$ cat src/rtl/arb_pkg.sv
// Shared types and helpers for the round-robin arbiter.
// Holds the FSM state enum, default width and grant sanity check.
package arb_pkg;

  localparam int ARB_N = 8;

  typedef enum logic [1:0] {
    IDLE,
    GRANT,
    GAP
  } arb_state_t;

  // True when vec is all-zero or exactly one-hot.
  function automatic logic onehot_ok(
    input logic [ARB_N-1:0] vec
  );
    return (vec & (vec - ARB_N'(1))) == '0;
  endfunction

endpackage

$ cat src/rtl/rr_pick.sv
// Combinational rotate-priority picker: first set bit at or above ptr.
// Ports: req/ptr in; onehot (selected bit), idx (its index), any (req!=0) out.
module rr_pick
  import arb_pkg::*;
#(
  parameter int N = ARB_N,
  localparam int W = $clog2(N)
) (
  input  logic [N-1:0] req,
  input  logic [W-1:0] ptr,
  output logic [N-1:0] onehot,
  output logic [W-1:0] idx,
  output logic         any
);

  localparam logic [N-1:0] ONE = N'(1);

  logic [2*N-1:0] dbl;
  logic [2*N-1:0] back;
  logic [N-1:0]   rot;
  logic [N-1:0]   low;

  always_comb begin
    // Rotate right so ptr lands at bit 0, isolate the lowest set bit,
    // then rotate left by the same amount to restore positions.
    dbl    = {req, req} >> ptr;
    rot    = dbl[N-1:0];
    low    = rot & (~rot + ONE);
    back   = {low, low} << ptr;
    onehot = back[2*N-1:N];
    any    = |req;
    idx    = '0;
    for (int i = 0; i < N; i++) begin
      if (onehot[i]) idx = W'(i);
    end
  end

endmodule

$ cat src/rtl/rr_arbiter_8.sv
// Round-robin arbiter with registered all-zero/one-hot grant and a GAP cycle.
// Ports: CLK, RST (sync, high), REQ_I, DONE_I in; GNT_O, GNT_VLD_O, TIMEOUT_O out.
// Optional grant-hold timeout enabled by defining ARB_TIMEOUT_EN.
module rr_arbiter_8
  import arb_pkg::*;
#(
  parameter int N        = ARB_N,
  parameter int MAX_HOLD = 16
) (
  input  logic         CLK,
  input  logic         RST,
  input  logic [N-1:0] REQ_I,
  input  logic         DONE_I,
  output logic [N-1:0] GNT_O,
  output logic         GNT_VLD_O,
  output logic         TIMEOUT_O
);

  localparam int W = $clog2(N);

  if (N < 2 || (1 << W) != N) begin : g_bad_n
    $error("N must be a power of two >= 2");
  end
  if (MAX_HOLD < 2) begin : g_bad_hold
    $error("MAX_HOLD must be >= 2");
  end

  arb_state_t   state, state_nxt;
  logic [N-1:0] gnt, gnt_nxt;
  logic [W-1:0] ptr, ptr_nxt;
  logic [W-1:0] owner, owner_nxt;
  logic         tmo, tmo_nxt;
  logic         rel_norm;
  logic         tmo_hit;

  logic [N-1:0] pick_oh;
  logic [W-1:0] pick_idx;
  logic         pick_any;

  rr_pick #(.N(N)) u_pick (
    .req    (REQ_I),
    .ptr    (ptr),
    .onehot (pick_oh),
    .idx    (pick_idx),
    .any    (pick_any)
  );

`ifdef ARB_TIMEOUT_EN
  localparam int CW = $clog2(MAX_HOLD) + 1;

  logic [CW-1:0] cnt;

  // Zero outside GRANT, so each grant starts counting from 0.
  always_ff @(posedge CLK) begin
    if (RST) begin
      cnt <= '0;
    end else if (state != GRANT) begin
      cnt <= '0;
    end else begin
      cnt <= cnt + CW'(1);
    end
  end

  assign tmo_hit = (state == GRANT) && (cnt == CW'(MAX_HOLD - 1));
`else
  assign tmo_hit = 1'b0;
`endif

  always_ff @(posedge CLK) begin
    if (RST) begin
      state <= IDLE;
      gnt   <= '0;
      ptr   <= '0;
      owner <= '0;
      tmo   <= 1'b0;
    end else begin
      state <= state_nxt;
      gnt   <= gnt_nxt;
      ptr   <= ptr_nxt;
      owner <= owner_nxt;
      tmo   <= tmo_nxt;
    end
  end

  assign rel_norm = DONE_I | ~REQ_I[owner];

  always_comb begin
    state_nxt = state;
    gnt_nxt   = gnt;
    ptr_nxt   = ptr;
    owner_nxt = owner;
    tmo_nxt   = 1'b0;
    unique case (state)
      IDLE, GAP: begin
        // GAP arbitrates on its exit edge, so the grant
        // register stays low for exactly one cycle.
        if (pick_any) begin
          state_nxt = GRANT;
          gnt_nxt   = pick_oh;
          owner_nxt = pick_idx;
        end else begin
          state_nxt = IDLE;
        end
      end
      GRANT: begin
        if (rel_norm || tmo_hit) begin
          state_nxt = GAP;
          gnt_nxt   = '0;
          ptr_nxt   = owner + W'(1);
          tmo_nxt   = tmo_hit & ~rel_norm;
        end
      end
      default: begin
        state_nxt = IDLE;
        gnt_nxt   = '0;
      end
    endcase
  end

  always_comb begin
    GNT_O     = gnt;
    GNT_VLD_O = |gnt;
    TIMEOUT_O = tmo;
  end

  always_ff @(posedge CLK) begin
    if (!RST) begin
      assert (onehot_ok(ARB_N'(gnt)))
        else $error("grant not one-hot: %b", gnt);
    end
  end

endmodule

$ cat config.mk
export PLATFORM = sky130hd
export DESIGN_NAME = rr_arbiter_8
export DESIGN_NICKNAME = d
export VERILOG_FILES = /design/src/rtl/arb_pkg.sv /design/src/rtl/rr_pick.sv /design/src/rtl/rr_arbiter_8.sv
export SDC_FILE = /design/constraint.sdc
export NUM_CORES = 1
export LEC_CHECK = 0
export CAP_MARGIN = 20
export CORE_UTILIZATION = 30
export DETAILED_ROUTE_END_ITERATION = 16
export GPL_TIMING_DRIVEN = 1
export PLACE_DENSITY = 0.48
export RECOVER_POWER = 25
export SYNTH_ARGS = -nofsm -noshare
export SYNTH_HDL_FRONTEND = slang
export SYNTH_SLANG_ARGS = --single-unit
$ cat constraint.sdc
create_clock -name CLK -period 3.2 [get_ports CLK]
set_input_delay 0.64 -clock CLK [delete_from_list [all_inputs] [get_ports CLK]]
set_output_delay 0.64 -clock CLK [all_outputs]
set_load 0.05 [all_outputs]
==> results.yml <==
synthesis:
  synth_cell_types: 54
  synth-edff-count: 0
  synth_area_um2: 1610
  ys_ff_latch: 16
  avgSynthCellArea_um2: 8.34
  synth-async-reset-ratio: 0
  seq_area_frac_synth: 0.199
  synth_nets: 205
  synthesis.instances: 193
  ys.flop_type: "dfxtp_1"
  yosysWarnings: 0
critical_path:
  r2r_slack_ns: 0.57
  path_class: "in2reg"
  cp.required_ns: 3.36
  path_cells: "clkdlybuf4s50_1, mux4_2, nor2_1, a21o_1, nand2_4, o311ai_1, a211oi_1, a211oi_1"
  cp_slowest_cell: "mux4_2"
  startpoint_type: "input pin"
  crit_path_start: "REQ_I[3]"
  cp_slowest_stage_delay_ns: 0.57
  timing.rr.start: "ptr[2]"
  cp_max_fo: 10
  path_common_cell: "a211oi_1"
  end_kind: "flip-flop"
  arrival_ns: 3.00
clock_tree:
  root_buffer: "clkbuf_8"
  cts_tree: "yes"
  post_cts_resized: 0
  cts_buffers: 3
  clk_latency_ns: 0.25
  cts_max_level: 1
  clk_path_buf_depth: 2
  path_clk_slew_ns: 0.06
  cts_setup_buffers: 0
  clkSinkCount: 16
  ctsHoldBuffers: 0
timing:
  setup_violations: 0
  fmax_mhz: 351
  slew_viol_final: 0
  worst_pin_slew_ns: 0.805
  slew_headroom: 0.463
  fin_crit_ns: 2.85
  post-route-period-util: 0.889
  tns_ns: 0
  clock_skew_ns: 0.00323
  rsz0062_at_grt: "no"
  hold_viol_final: 0
floorplanning:
  die-width_um: 75.3
  dieArea_um2: 5660
  rows: 26
  initial_core_util: 0.313
  coreArea_um2: 5140
  boundaryPins: 21
  die_h_um: 75.3
layout:
  area_growth_pct: 18.1
  nets: 221
  drive_above_1_share: 0.145
  fillCellCount: 557
  post-route-util: 0.370
  antenna_cells: 0
power:
  pwr_density_cell_nw_per_um2: 432
  p_leak_nw: 0.640
  ir_drop_uv: 175
grt:
  gr-usage-all-layers: 0.175
  grt_max_degree: 18
  grt_pass1_wl_mm: 7.65
  antenna_found_initial: 0
  grt_pass1_vias: 1526
  grt_overflow: 0
detailed_routing:
  drtAntennaViolNets: 0
  dr_total_vias: 1584
  drt-initial-drc-count: 88
  drc: 0
  wl_per_cell_um: 16.3
  dr.pass1.iters: 4
  via_per_inst: 5.72
  drt-total-wl_mm: 4.52
outcome:
  outcome: "completed"
run:
  maxCapViolations: 0
worst_hold_path:
  worstHoldStart: "GNT_O[1]"
  hp-class: "reg2reg"
place:
  gp_congestion: 0.867
  port_buffers: 19
  dpl.hpwl_mm: 3.53
-- final timing paths --
check / endpoint / depth (start not counted)
hold reg to reg: GNT_O[1] / 2
hold / removal: GNT_O[1] / 2
setup reg to reg: owner[2] / 8
setup / recovery: owner[2] / 8
-- flip-flops by register name, indices dropped and copies added (netlist names) --
register  flops
GNT_O         8
owner         3
ptr           3
state         2
-- through the flow --
stage	area [µm²]	hold WS (ns)	worst slack (ns)	instances	power (W)
floorplan	1610	0.505	0.836	193	0.000566
global placement	1860	0.462	0.157	274	0.000673
detailed placement	1860	0.467	0.150	274	0.000675
CTS	1900	0.475	0.393	277	0.000828
global route	1900	0.491	0.196	277	0.000875
finish	1900	0.469	0.355	277	0.000821
-- Yosys cell counts (2+ instances only) --
library cell | instances | area (µm²)
o21ai_0 | 7 | 35.0
nor2_1 | 13 | 48.8
nand3_1 | 4 | 20.0
nand2_1 | 22 | 82.6
buf_2 | 4 | 20.0
a211oi_1 | 5 | 37.5
nand4_1 | 4 | 25.0
a21oi_1 | 17 | 85.1
nor3_1 | 9 | 45.0
dfxtp_1 | 16 | 320
mux4_2 | 4 | 90.1
a32oi_1 | 3 | 26.3
a221oi_2 | 2 | 30.0
nor4_1 | 6 | 37.5
a21o_1 | 2 | 15.0
clkbuf_1 | 7 | 26.3
o211ai_1 | 4 | 30.0
buf_6 | 2 | 22.5
mux2_2 | 5 | 56.3
and3_1 | 2 | 12.5
mux2i_1 | 20 | 200
inv_1 | 3 | 11.3
-- kinds of logic after synthesis --
kind of cell             share of synthesized area
AO/OA/AOI/OAI                                0.291
XOR/XNOR                                   0.00544
adder cells (fa/ha/maj)                    0.00777
buffers and inverters                       0.0567
flip-flops                                   0.199
multiplexers                                 0.224
other                                      0.00233
AND/OR/NAND/NOR                              0.214
-- placed cells by master (no fill, tap or decap), drive strengths merged, types with 4 or more instances in the layout --
master	count
nand2	23
nor2	13
o211ai	4
dlygate4sd3	6
nor3	9
nor4	6
nand3	4
mux2i	21
o21ai	8
mux4	4
a21oi	18
nand4	4
mux2	5
a211oi	5
buf	7
dfxtp	16
clkdlybuf4s50	13
-- final cells by class --
cell class	count	area [µm²]	area share
Clock buffer	3	41.3	0.0217
Inverter	3	11.3	0.00592
Multi-Input combinational cell	159	1200	0.630
Sequential cell	16	320	0.168
Tap cell	70	87.6	0.0461
Timing Repair Buffer	26	243	0.128
-- critical path: cells and delay by family --
kind                   cells  cell delay (ns)
AOI/OAI and AO/OA          4             0.98
buffers and inverters      1             0.56
muxes                      1             0.57
and+or+nand+nor            2             0.25
-- report_power, final --
group          internal [W]  leakage, nW  switching (W)  total [W]
logic              0.000168        0.487       0.000257   0.000425
registers          0.000220        0.131      0.0000261   0.000246
clock network     0.0000834       0.0216      0.0000665   0.000150
-- layer usage --
| metal | global-route usage | part of all wire |
|---|---|---|
| met4 | 0.0329 | 0.013 |
| met2 | 0.271 | 0.45 |
| met3 | 0.0254 | 0.038 |
| met1 | 0.259 | 0.50 |
| met5 | 0 | 0 |
No activity file was read; power rests on OpenSTA's default activity.
